[src/rtl/fpga_pkg.sv]
// Shared constants and types for the sixteen-node serial bus transmitter.
// Imported by the arbiter and the top level.
package fpga_pkg;

    localparam int NODES   = 16;
    localparam int DATA_W  = 64;
    localparam int ADDR_W  = 4;
    localparam int CRC_W   = 4;
    localparam int FRAME_W = 77;
    localparam int CNT_W   = 7;

    typedef enum logic [1:0] {
        IDLE = 2'd0,
        SEND = 2'd1,
        STOP = 2'd2
    } state_t;

    // Frame layout: start bit, source, destination, payload, CRC.
    function automatic logic [FRAME_W-1:0] build_frame(
        input logic [ADDR_W-1:0] src,
        input logic [ADDR_W-1:0] dst,
        input logic [DATA_W-1:0] data,
        input logic [CRC_W-1:0]  crc
    );
        return {1'b1, src, dst, data, crc};
    endfunction

endpackage

[src/rtl/fpga_bus_arbiter.sv]
// Fixed-priority request encoder: lowest set bit of mod wins.
// Node 1 (bit 0) has the highest priority.
module bus_arbiter
    import fpga_pkg::*;
(
    input  logic [NODES-1:0]  mod,
    output logic              valid,
    output logic [ADDR_W-1:0] grant
);

    // Scan from the top so the lowest set bit is the last to write grant.
    always_comb begin
        valid = |mod;
        grant = '0;
        for (int i = NODES - 1; i >= 0; i--) begin
            if (mod[i]) begin
                grant = ADDR_W'(i);
            end
        end
    end

endmodule

[src/rtl/fpga.sv]
// Top level of the shared serial bus: per-node input mux, frame shift
// register, bit counter and transmit FSM driving the registered bus line.
module fpga
    import fpga_pkg::*;
(
    input  logic              clock,
    input  logic              reset,
    input  logic [CRC_W-1:0]  CRC1,
    input  logic [CRC_W-1:0]  CRC2,
    input  logic [CRC_W-1:0]  CRC3,
    input  logic [CRC_W-1:0]  CRC4,
    input  logic [CRC_W-1:0]  CRC5,
    input  logic [CRC_W-1:0]  CRC6,
    input  logic [CRC_W-1:0]  CRC7,
    input  logic [CRC_W-1:0]  CRC8,
    input  logic [CRC_W-1:0]  CRC9,
    input  logic [CRC_W-1:0]  CRC10,
    input  logic [CRC_W-1:0]  CRC11,
    input  logic [CRC_W-1:0]  CRC12,
    input  logic [CRC_W-1:0]  CRC13,
    input  logic [CRC_W-1:0]  CRC14,
    input  logic [CRC_W-1:0]  CRC15,
    input  logic [CRC_W-1:0]  CRC16,
    input  logic [DATA_W-1:0] Data1,
    input  logic [DATA_W-1:0] Data2,
    input  logic [DATA_W-1:0] Data3,
    input  logic [DATA_W-1:0] Data4,
    input  logic [DATA_W-1:0] Data5,
    input  logic [DATA_W-1:0] Data6,
    input  logic [DATA_W-1:0] Data7,
    input  logic [DATA_W-1:0] Data8,
    input  logic [DATA_W-1:0] Data9,
    input  logic [DATA_W-1:0] Data10,
    input  logic [DATA_W-1:0] Data11,
    input  logic [DATA_W-1:0] Data12,
    input  logic [DATA_W-1:0] Data13,
    input  logic [DATA_W-1:0] Data14,
    input  logic [DATA_W-1:0] Data15,
    input  logic [DATA_W-1:0] Data16,
    input  logic [ADDR_W-1:0] receiverAddr1,
    input  logic [ADDR_W-1:0] receiverAddr2,
    input  logic [ADDR_W-1:0] receiverAddr3,
    input  logic [ADDR_W-1:0] receiverAddr4,
    input  logic [ADDR_W-1:0] receiverAddr5,
    input  logic [ADDR_W-1:0] receiverAddr6,
    input  logic [ADDR_W-1:0] receiverAddr7,
    input  logic [ADDR_W-1:0] receiverAddr8,
    input  logic [ADDR_W-1:0] receiverAddr9,
    input  logic [ADDR_W-1:0] receiverAddr10,
    input  logic [ADDR_W-1:0] receiverAddr11,
    input  logic [ADDR_W-1:0] receiverAddr12,
    input  logic [ADDR_W-1:0] receiverAddr13,
    input  logic [ADDR_W-1:0] receiverAddr14,
    input  logic [ADDR_W-1:0] receiverAddr15,
    input  logic [ADDR_W-1:0] receiverAddr16,
    input  logic [NODES-1:0]  mod,
    output logic              bus_show
);

    logic [CRC_W-1:0]   crc_arr  [NODES];
    logic [DATA_W-1:0]  data_arr [NODES];
    logic [ADDR_W-1:0]  addr_arr [NODES];

    logic               valid;
    logic [ADDR_W-1:0]  grant;
    logic [FRAME_W-1:0] frame;

    state_t             state;
    logic [FRAME_W-1:0] shreg;
    logic [CNT_W-1:0]   cnt;

    assign crc_arr[0]  = CRC1;
    assign crc_arr[1]  = CRC2;
    assign crc_arr[2]  = CRC3;
    assign crc_arr[3]  = CRC4;
    assign crc_arr[4]  = CRC5;
    assign crc_arr[5]  = CRC6;
    assign crc_arr[6]  = CRC7;
    assign crc_arr[7]  = CRC8;
    assign crc_arr[8]  = CRC9;
    assign crc_arr[9]  = CRC10;
    assign crc_arr[10] = CRC11;
    assign crc_arr[11] = CRC12;
    assign crc_arr[12] = CRC13;
    assign crc_arr[13] = CRC14;
    assign crc_arr[14] = CRC15;
    assign crc_arr[15] = CRC16;

    assign data_arr[0]  = Data1;
    assign data_arr[1]  = Data2;
    assign data_arr[2]  = Data3;
    assign data_arr[3]  = Data4;
    assign data_arr[4]  = Data5;
    assign data_arr[5]  = Data6;
    assign data_arr[6]  = Data7;
    assign data_arr[7]  = Data8;
    assign data_arr[8]  = Data9;
    assign data_arr[9]  = Data10;
    assign data_arr[10] = Data11;
    assign data_arr[11] = Data12;
    assign data_arr[12] = Data13;
    assign data_arr[13] = Data14;
    assign data_arr[14] = Data15;
    assign data_arr[15] = Data16;

    assign addr_arr[0]  = receiverAddr1;
    assign addr_arr[1]  = receiverAddr2;
    assign addr_arr[2]  = receiverAddr3;
    assign addr_arr[3]  = receiverAddr4;
    assign addr_arr[4]  = receiverAddr5;
    assign addr_arr[5]  = receiverAddr6;
    assign addr_arr[6]  = receiverAddr7;
    assign addr_arr[7]  = receiverAddr8;
    assign addr_arr[8]  = receiverAddr9;
    assign addr_arr[9]  = receiverAddr10;
    assign addr_arr[10] = receiverAddr11;
    assign addr_arr[11] = receiverAddr12;
    assign addr_arr[12] = receiverAddr13;
    assign addr_arr[13] = receiverAddr14;
    assign addr_arr[14] = receiverAddr15;
    assign addr_arr[15] = receiverAddr16;

    bus_arbiter u_arb (
        .mod   (mod),
        .valid (valid),
        .grant (grant)
    );

    // Source address is the grant index itself (node n sends n-1).
    assign frame = build_frame(grant, addr_arr[grant],
                               data_arr[grant], crc_arr[grant]);

    // Transmit FSM: grant and load in IDLE, shift MSB-first, one gap bit.
    always_ff @(posedge clock) begin
        if (reset) begin
            state    <= IDLE;
            bus_show <= 1'b0;
            cnt      <= '0;
            shreg    <= '0;
        end else begin
            unique case (state)
                IDLE: begin
                    bus_show <= 1'b0;
                    if (valid) begin
                        shreg <= frame;
                        cnt   <= '0;
                        state <= SEND;
                    end
                end
                SEND: begin
                    bus_show <= shreg[FRAME_W-1];
                    shreg    <= {shreg[FRAME_W-2:0], 1'b0};
                    if (cnt == CNT_W'(FRAME_W - 1)) begin
                        cnt   <= '0;
                        state <= STOP;
                    end else begin
                        cnt <= cnt + CNT_W'(1);
                    end
                end
                STOP: begin
                    bus_show <= 1'b0;
                    state    <= IDLE;
                end
                default: begin
                    bus_show <= 1'b0;
                    state    <= IDLE;
                end
            endcase
        end
    end

endmodule

[config.mk]
export PLATFORM = sky130hd
export DESIGN_NAME = fpga
export DESIGN_NICKNAME = d
export VERILOG_FILES = /design/src/rtl/fpga_pkg.sv /design/src/rtl/fpga_bus_arbiter.sv /design/src/rtl/fpga.sv
export SDC_FILE = /design/constraint.sdc
export NUM_CORES = 1
export LEC_CHECK = 0
export CORE_AREA = 2 2 461 463
export DETAILED_ROUTE_END_ITERATION = 8
export DIE_AREA = 0 0 463 465
export PLACE_DENSITY = 0.3
export SYNTH_ARGS = -nofsm -noshare
export SYNTH_HDL_FRONTEND = slang
export SYNTH_HIERARCHICAL = 1
export SYNTH_SLANG_ARGS = --single-unit
export TNS_END_PERCENT = 100
[constraint.sdc]
create_clock -name clock -period 3.62 [get_ports clock]
set_clock_uncertainty 0.05 [all_clocks]
set_input_delay 0.724 -clock clock [delete_from_list [all_inputs] [get_ports clock]]
set_output_delay 0.724 -clock clock [all_outputs]
set_load 0.005 [all_outputs]
Yosys cells after proc, flatten, opt, wreduce, memory -nomap -nowiden
Cells that the tools add are included.
{"block": "totals", "register_bits": 87, "input_bits": 1170, "out_inout_bits": 1, "word_cells": 51}
{"block": "op_classes", "n_addsub": 1, "order_cmp": 1, "n_eq_ne": 4, "mux": 33, "n_bitwise": 2, "reduce_logical": 6}
{"cell": "$bmux W64 S4", "n": 1}
{"cell": "$pmux W77 S2", "n": 1}
{"cell": "$mux W64", "n": 2}
{"cell": "$mux W4", "n": 20}
{"cell": "$mux W77", "n": 1}
{"cell": "$bmux W4 S4", "n": 2}
{"cell": "$reduce_or A16 Y1", "n": 1}
{"cell": "$mux W7", "n": 2}
{"cell": "$pmux W7 S2", "n": 1}
{"cell": "$add A7 B1 Y7 const B", "n": 1}
{"cell": "$eq A7 B7 Y1 const B", "n": 1}
{"cell": "$ge A5 B5 Y1 const B", "n": 1}
{"cell": "$not A4 Y5", "n": 1}
{"cell": "$mux W2", "n": 2}
{"cell": "$pmux W2 S2", "n": 1}
{"cell": "$reduce_and A2 Y1", "n": 2}
{"cell": "$eq A2 B1 Y1 const B", "n": 1}
{"cell": "$logic_not A2 Y1", "n": 1}
{"cell": "$ne A2 B1 Y1 const B", "n": 1}
{"cell": "$ne A2 B2 Y1 const B", "n": 1}
{"cell": "$reduce_bool A2 Y1", "n": 1}
{"cell": "$reduce_or A2 Y1", "n": 1}
{"cell": "$not A1 Y1", "n": 1}

Longest topological paths before layout
Gate-level depths: netlist of run 1.
{"block": "depth", "word_depth": 22, "depth_mapped": 13, "ltp_nobuf": 8}

By module
The synthesis of run 1 kept the hierarchy.
{"module": "fpga", "instances": 1, "cells_per_inst": 1205, "area_each_um2": 12643.4, "seq_area_each_um2": 1741.7}
{"module": "bus_arbiter", "instances": 1, "cells_per_inst": 34, "area_each_um2": 176.4, "seq_area_each_um2": 0.0}

Worst setup path after synthesis of run 1
No wires, ideal clock.
{"block": "synth_timing", "kind": "in2reg", "from": "input mod[14]", "to": "register shreg[60]", "setup_time_ns": 0.127, "arrival_time_ns": 2.648, "setup_slack_ns": 0.795, "path_stages": 11, "path_cell_list": "inv_1 > a21oi_1 > o311a_1 > o22ai_1 > buf_6 > buf_12 > buf_6 > mux4_1 > mux2_2 > o211ai_2 > o211ai_1"}
{"block": "synth_via", "elab_chain_cells": 21, "elab_cells_between_ends": 24}
{"element": "start, declared", "line_no": "fpga.sv:56", "rtl": "input logic [NODES-1:0] mod,"}
{"element": "$mux W4 (15 in series)", "line_no": "fpga_bus_arbiter.sv:16", "rtl": "if (mod[i]) begin"}
{"element": "net grant[0]", "line_no": "fpga.sv:65", "rtl": "logic [ADDR_W-1:0] grant;"}
{"element": "$not A4 Y5 (not written as such)", "line_no": "fpga.sv:131", "rtl": "data_arr[grant], crc_arr[grant]);"}
{"element": "$bmux W64 S4", "line_no": "fpga.sv:131"}
{"element": "$mux W64 (not written as such) (2 in series)", "line_no": "fpga.sv:131"}
{"element": "$mux W77", "line_no": "fpga.sv:144", "rtl": "if (valid) begin"}
{"element": "$pmux W77 S2", "line_no": "fpga.sv:141", "rtl": "unique case (state)"}
{"element": "end signal, assigned", "line_no": "fpga.sv:145", "rtl": "shreg <= frame;"}
{"element": "end signal, assigned", "line_no": "fpga.sv:152", "rtl": "shreg <= {shreg[FRAME_W-2:0], 1'b0};"}
{"element": "end, declared", "line_no": "fpga.sv:69", "rtl": "logic [FRAME_W-1:0] shreg;"}
The timed path passes the listed nets, and every way through them passes these cells. The select of a mux whose other input is x is not followed.
A chain may end at the register's enable or synchronous reset.

Final worst setup path of run 1
{"block": "layout_timing", "from": "input mod[10]", "to": "register shreg[35]"}
{"block": "layout_via", "elab_chain_cells": 17, "elab_cells_between_ends": 20}
{"element": "$mux W4 (11 in series)", "line_no": "fpga_bus_arbiter.sv:16"}
{"element": "net grant[1]", "line_no": "fpga.sv:65"}
{"element": "$not A4 Y5 (not written as such)", "line_no": "fpga.sv:131"}
{"element": "$bmux W64 S4", "line_no": "fpga.sv:131"}
{"element": "$mux W64 (not written as such) (2 in series)", "line_no": "fpga.sv:131"}
{"element": "$mux W77", "line_no": "fpga.sv:144"}
{"element": "$pmux W77 S2", "line_no": "fpga.sv:141"}
The timed path passes the listed nets, and every way through them passes these cells. The select of a mux whose other input is x is not followed.

==> results of run 1 <==
==> worst max-delay path by stage <==
stage                     slack [ps]                     end  depth (start not counted)
after floorplan                  790  shreg[60]$_SDFFE_PP0P_                         11
after global placement         -1690  shreg[29]$_SDFFE_PP0P_                         12
after detailed placement       -1640  shreg[29]$_SDFFE_PP0P_                         12
after CTS                        -20  shreg[29]$_SDFFE_PP0P_                         16
after global routing             -40  shreg[28]$_SDFFE_PP0P_                         16
final                             70  shreg[35]$_SDFFE_PP0P_                         14
==> placed cells by master (no fill, tap or decap), drive strengths merged, types with 3 or more instances in the layout <==
cell type | synthesis | routed
nand2b | 6 | 6
and3 | 5 | 5
mux2i | 252 | 252
diode | 0 | 37
a22oi | 102 | 102
a41oi | 3 | 3
nor3 | 6 | 6
mux4 | 170 | 170
o221ai | 54 | 54
a31oi | 31 | 31
a22o | 17 | 17
dfxtp | 87 | 87
a21oi | 60 | 60
o22ai | 42 | 42
nand2 | 44 | 44
clkbuf | 63 | 10
buf | 91 | 257
o211ai | 34 | 34
inv | 6 | 7
nor2 | 21 | 21
o21ai | 5 | 5
a211oi | 24 | 24
nor2b | 5 | 5
mux2 | 34 | 34
a311oi | 5 | 5
clkdlybuf4s50 | 0 | 1168
nand3 | 21 | 21
clkinv | 0 | 3
nor4 | 3 | 3
or2 | 29 | 29
==> metal layers <==
layer  GRT usage  part of all wire  vias up
li1            -                 -     7846
met1       0.194              0.41     9003
met2       0.271              0.47      961
met5           0            0.0035        -
met4      0.0207             0.010       98
met3      0.0725              0.10      195
==> cell usage after synthesis (all sizes together) (3+ instances only) <==
library cell / instances / area, um2
nand2: 44 / 165
a41oi: 3 / 26.3
a211oi: 24 / 180
mux4: 170 / 3840
o221ai: 54 / 473
a31oi: 31 / 194
nor4: 3 / 25.0
buf: 91 / 531
dfxtp: 87 / 1740
a22oi: 102 / 766
mux2i: 252 / 2520
or2: 29 / 181
o21ai: 5 / 25.0
mux2: 34 / 383
nand3: 21 / 105
nand2b: 6 / 37.5
and3: 5 / 31.3
nor2: 21 / 81.3
a22o: 17 / 149
nor3: 6 / 35.0
nor2b: 5 / 31.3
a311oi: 5 / 43.8
a21oi: 60 / 300
o211ai: 34 / 265
clkbuf: 63 / 238
o22ai: 42 / 263
inv: 6 / 22.5
==> what timing repair did <==
action	CTS	global route
endpoints found under the setup margin	72	22
pin swaps	4	2
buffers inserted	4	6
resized for setup	49	29
cloned	2	1
==> power by group through the flow <==
| stage | clock, mW | combinational (mW) | sequential, mW |
|---|---|---|---|
| global route | 1.25 | 3.59 | 1.24 |
| floorplan | 0 | 1.09 | 1.11 |
| global placement | 0 | 3.36 | 1.27 |
| CTS | 1.26 | 3.43 | 1.24 |
| detailed placement | 0 | 3.35 | 1.26 |
| finish | 1.14 | 3.38 | 1.22 |
==> layout make-up <==
class	count	area (um2)
tap	2821	3530
clock buffer	9	225
antenna	37	92.6
inverter	6	25.0
multi-input combinational	992	10700
clock inverter	7	72.6
timing repair buffer	1430	14300
fill	24000	180000
sequential	87	1740
==> sequential cells by signal, summed over array words and instances (netlist names) <==
register  count
bus_show      1
cnt           7
shreg        77
state         2
==> cells by family (layout without fill, tap and decap cells) <==
kind of cell | count (synthesis) | after routing | synth area share
adder cells (fa/ha/maj) | 2 | 2 | 0.00195
flip-flops | 87 | 87 | 0.136
AO/OA/AOI/OAI | 386 | 386 | 0.216
multiplexers | 456 | 456 | 0.526
other | 0 | 37 | 0
buffers and inverters | 160 | 1452 | 0.0617
AND/OR/NAND/NOR | 148 | 148 | 0.0584
==> tightest hold or removal path, cell delays in order, from the launching register on <==
cell,delay [ps]
dfxtp_1,320
nor2_1,90
a311oi_1,50
==> results.ini, run 1 <==
[outcome]
status = completed

[sta]
max_slew_margin = 0.554
min_period_ps = 3550
drv_slew = 0
hold_viol_final = 0
tightest_slew_ps = 660
setup_viol = 0
fmax_mhz = 281
fin_tns_setup_ps = 0
period_share = 0.982
holdWs_ps = 453
rsz0062_at_grt = true
worst_slack_ps = 65.3

[flow_run]
maxCapViolations = 0

[worst_setup_path]
reg2reg_slack_ps = 1380
max_stage_delay_ps = 550
crit_path_top_delay_cell = clkdlybuf4s50_1
r2r-start = state[0]$_SDFFE_PP0P_
crit_start = mod[10]
cp_common_cell = buf_4
worst_path_dominant_cell_family = buffers and inverters
r2r-end = cnt[5]$_SDFFE_PP0P_
setup.worst_path.start_class = input pin
crit_chain = clkdlybuf4s50_1, nor2_1, buf_4, o31ai_1, buf_4, nand2_1, a31oi_4, buf_4, buf_16, buf_16, mux4_2, mux2i_1, buf_4, o221ai_1
worstRegToRegCells = 5
critPathBufInv = 7
cp-end-kind = flip-flop
crit_fanout = 40
critPathKind = input pin to flip-flop
crit_required_ps = 3890
cp.arrival_ps = 3830

[yosys]
yosysWarnings = 6
ys_types = 51
synth_area_mm2 = 0.0128
syn_nets = 2411
synth_edf_count = 0
yosysSeqAreaShare = 0.136
synthArstFlopShare = 0
syn_inst = 1239
syn_area_per_cell_um2 = 10.3
ys.flop_type = dfxtp_1
synth_seq_cells = 87

[floorplanning]
initial_core_util = 0.0608
std_cell_rows = 169
ios = 1171
die-area_mm2 = 0.215
die_w_um = 463
core_mm2 = 0.211
die_y_um = 465

[drt]
drt-total-wl_um = 180000
drtPass1Iterations = 5
via_per_inst = 3.36
ant_nets = 0
vias = 18100
drc = 0
drt-initial-drc-count = 1006
wire_per_inst_um = 33.5

[pwr]
swShare = 0.363
clkPwrFrac = 0.199
p_int_mw = 3.65
seqPwrFrac = 0.212
p_per_area_mw_per_mm2 = 187
switching_power_mw = 2.08
total_power_mw = 5.74
leakagePower_nw = 9.73
irDropWorstVdd_v = 0.000238
pwr-share-comb = 0.589

[place]
dp_hpwl_um = 162000
gp_congestion = 0.920
pre_cts_ws_ps = -1640
placed_area_mm2 = 0.0297
dpl.cell_count = 5323
io_buffer_count = 1170

[clock_tree]
cts_buffer_depth = 2
cts_buffers = 9
cts_max_level = 3
cts.hold.buffers_added = 0
cts_tree = done
root_buffer = clkbuf_16
clk_latency_ps = 450
cts_sinks = 87
clk_pin_slew_worst_paths_ps = 80

[global_route]
grt_pass1_wl_um = 224000
antenna_found_initial = 154
overflow = 0
grt_start_max_net_pins = 43
grt_pass1_vias = 19500
grt_usage = 0.162

[finish]
final_core_util = 0.145
drive_gt1_frac = 0.224
fin_area_mm2 = 0.0306
fin_nets = 3698
finalNonFillerCells = 5389
areaGrowthSynthToFinish_pct = 139

[hold_path]
worstHoldStart = shreg[75]$_SDFFE_PP0P_
hp-class = flip-flop to flip-flop
min_to = shreg[75]$_SDFFE_PP0P_
hold_depth = 2

No activity file was read; power rests on OpenSTA's default activity.
==> run 2: changes to the inputs <==
Settings changed: CELL_PAD_IN_SITES_DETAIL_PLACEMENT from default to 0, CELL_PAD_IN_SITES_GLOBAL_PLACEMENT from default to 1, CORE_AREA 2 2 461 463 to 2 2 453 455, DIE_AREA 0 0 463 465 to 0 0 455 457, PLACE_DENSITY 0.3 to 0.32.
==> run 2 against run 1 <==
Compared with the run above: routed wire length is 9.1% lower; final cell count is 3.2% lower; via count is 4.0% lower; die area is 3.4% lower; sequential power hardly changed; critical path depth is 2 lower; non-clock buffer count is 22 lower; worst hold slack worse by 20 ps; largest power group unchanged.
==> results.ini, run 2 (same netlist as run 1, synthesis figures left out) <==
[global_route]
grt_start_max_net_pins = 38  ; was 43
grt_pass1_wl_um = 205000  ; was 224,000 um
antenna_found_initial = 122  ; was 154
grt_pass1_vias = 19100  ; was 19,500
overflow = 0  ; unchanged
grt_usage = 0.152  ; was 0.162

[clock_tree]
cts.hold.buffers_added = 0  ; unchanged
clk_latency_ps = 420  ; was 450 ps
clk_pin_slew_worst_paths_ps = 90  ; was 80 ps
cts_buffers = 9  ; unchanged
cts_setup_buffers = 0  ; was 4
root_buffer = clkbuf_16  ; unchanged
cts_resized = 0  ; was 49
cts_tree = done  ; unchanged
cts_buffer_depth = 2  ; unchanged
cts_sinks = 87  ; unchanged
cts_max_level = 3  ; unchanged

[pwr]
swShare = 0.349  ; was 0.363
seqPwrFrac = 0.217  ; was 0.212
leakagePower_nw = 9.61  ; was 9.73 nW
clkPwrFrac = 0.213  ; was 0.199
irDropWorstVdd_v = 0.000267  ; was 0.000238 V
pwr-share-comb = 0.570  ; was 0.589
p_int_mw = 3.67  ; was 3.65 mW
p_per_area_mw_per_mm2 = 188  ; was 187 mW/mm2
switching_power_mw = 1.97  ; was 2.08 mW

[floorplanning]
die-area_mm2 = 0.208  ; was 0.215 mm2
die_w_um = 455  ; was 463 um
ios = 1171  ; unchanged
core_mm2 = 0.203  ; was 0.211 mm2
die_y_um = 457  ; was 465 um
std_cell_rows = 166  ; was 169
initial_core_util = 0.0630  ; was 0.0608

[drt]
drt-total-wl_um = 164000  ; was 180,000 um
drtPass1Iterations = 5  ; unchanged
met2WireLength_um = 79900  ; was 85,300 um
wire_per_inst_um = 31.4  ; was 33.5 um
wl_met1_um = 64600  ; was 74,700 um
drt-initial-drc-count = 759  ; was 1,006
wl_met3_um = 17900  ; was 18,000 um
top_layer = met5  ; unchanged
ant_nets = 0  ; unchanged
via_per_inst = 3.33  ; was 3.36
drc = 0  ; unchanged
vias = 17400  ; was 18,100

[worst_setup_path]
worstRegToRegCells = 4  ; was 5
cp.arrival_ps = 3750  ; was 3830 ps
cp-end-kind = flip-flop  ; unchanged
critPathBufInv = 6  ; was 7
worst_path_dominant_cell_family = buffers and inverters  ; unchanged
cp_common_cell = buf_12  ; was buf_4
crit_fanout = 10  ; was 40
crit_required_ps = 3870  ; was 3890 ps
r2r-end = shreg[4]$_SDFFE_PP0P_  ; was cnt[5]$_SDFFE_PP0P_
crit_chain = clkdlybuf4s50_1, a21oi_1, o311a_1, o22ai_4, buf_12, buf_12, buf_12, buf_4, mux4_2, mux2i_1, buf_4, o221ai_1  ; was clkdlybuf4s50_1, nor2_1, buf_4, o31ai_1, buf_4, nand2_1, a31oi_4, buf_4, buf_16, buf_16, mux4_2, mux2i_1, buf_4, o221ai_1
max_stage_delay_ps = 550  ; about the same
reg2reg_slack_ps = 1390  ; was 1380 ps
setup.worst_path.start_class = input pin  ; unchanged
crit_path_top_delay_cell = mux4_2  ; was clkdlybuf4s50_1
r2r-start = state[1]$_SDFFE_PP0P_  ; was state[0]$_SDFFE_PP0P_
critPathKind = input pin to flip-flop  ; unchanged

[sta]
rsz0062_at_grt = false  ; was true
max_slew_margin = 0.451  ; was 0.554
hold_viol_final = 0  ; unchanged
fin_tns_setup_ps = 0  ; unchanged
drv_slew = 0  ; unchanged
tightest_slew_ps = 824  ; was 660 ps
min_period_ps = 3500  ; was 3550 ps
setup_viol = 0  ; unchanged
period_share = 0.966  ; was 0.982
fmax_mhz = 286  ; was 281 MHz

[finish]
max_flop_register = shreg  ; unchanged
final_cell_mix = clkdlybuf4s50_1, mux2i_1, buf_4  ; unchanged
areaGrowthSynthToFinish_pct = 135  ; was 139%
fin_nets = 3676  ; was 3,698
final_common_cell = clkdlybuf4s50_1  ; unchanged
fin_area_mm2 = 0.0301  ; was 0.0306 mm2
largest_reg_flops = 77  ; unchanged
reg_top3 = shreg: 77 flops, cnt: 7 flops, state: 2 flops  ; unchanged
drive_gt1_frac = 0.202  ; was 0.224

[hold_path]
worstHoldStart = shreg[74]$_SDFFE_PP0P_  ; was shreg[75]$_SDFFE_PP0P_
hold_depth = 2  ; unchanged
min_to = shreg[75]$_SDFFE_PP0P_  ; unchanged
hp-class = flip-flop to flip-flop  ; unchanged

[place]
placed_area_mm2 = 0.0297  ; about the same
io_buffer_count = 1170  ; unchanged
dp_hpwl_um = 148000  ; was 162,000 um
gp_congestion = 0.833  ; was 0.920

[flow_run]
maxCapViolations = 0  ; unchanged

[outcome]
status = completed  ; unchanged

==> run 2: cell count changes in the layout (fill, tap and decap cells not counted), moves of 4 or more <==
cell,change
buf_4,-21
buf_12,+20
diode_2,-18
mux2i_1,+16
buf_6,-10
a22oi_1,+9
a22oi_2,-9
mux2i_2,-9
a31oi_1,+7
mux2i_4,-7
a31oi_2,-6
buf_16,-6
a211oi_1,+4
a211oi_2,-4
==> run 2: power groups by stage <==
stage	Clock (mW)	Combinational, mW	Sequential (mW)
floorplan	0	1.09	1.11
global placement	0	3.29	1.28
detailed placement	0	3.29	1.27
CTS	1.30	3.30	1.25
global route	1.31	3.43	1.25
finish	1.20	3.21	1.23
==> run 2: worst min-delay path, delay by kind of cell, from the launching register on <==
kind             cells  cell delay, ps
flip-flops           1             320
AND/OR/NAND/NOR      1              50
AO/OA/AOI/OAI        1              70
==> run 2: layer usage <==
metal / track usage / vias to the layer above
met2: 0.263 / 825
met5: 0 / -
li1: - / 7775
met4: 0.00932 / 104
met3: 0.0676 / 156
met1: 0.178 / 8526
==> run 2: worst max path at each step <==
stage / from / endpoint / slack, ps / cells after the start
2_1_floorplan: mod[14] / shreg[60]$_SDFFE_PP0P_ / 790 / 11
3_3_place_gp: mod[14] / shreg[31]$_SDFFE_PP0P_ / -400 / 14
3_5_place_dp: mod[4] / shreg[4]$_SDFFE_PP0P_ / -390 / 10
4_1_cts: mod[7] / shreg[4]$_SDFFE_PP0P_ / 90 / 10
5_1_grt: mod[4] / shreg[4]$_SDFFE_PP0P_ / 7 / 10
6_report: mod[13] / shreg[35]$_SDFFE_PP0P_ / 120 / 12
==> run 2: stage by stage <==
stage	total power [mW]	hold slack, ps	util	std cells	setup WS [ps]
after detailed placement	4.56	427	0.146	5181	-393
final	5.64	433	0.148	5216	124
after CTS	5.85	443	0.148	5197	85.2
after global routing	5.99	473	0.148	5202	7.28
after floorplan	2.20	404	-	1239	795
after global placement	4.57	422	0.146	5181	-403
==> run 2: area by class of cell <==
cell class                      instances  area [um2]
Clock inverter                          7         101
Antenna cell                           19        47.5
Fill cell                           23000      173000
Sequential cell                        87        1740
Tap cell                             2688        3360
Multi-Input combinational cell        992       10400
Clock buffer                            9         225
Inverter                                6        25.0
Timing Repair Buffer                 1408       14100
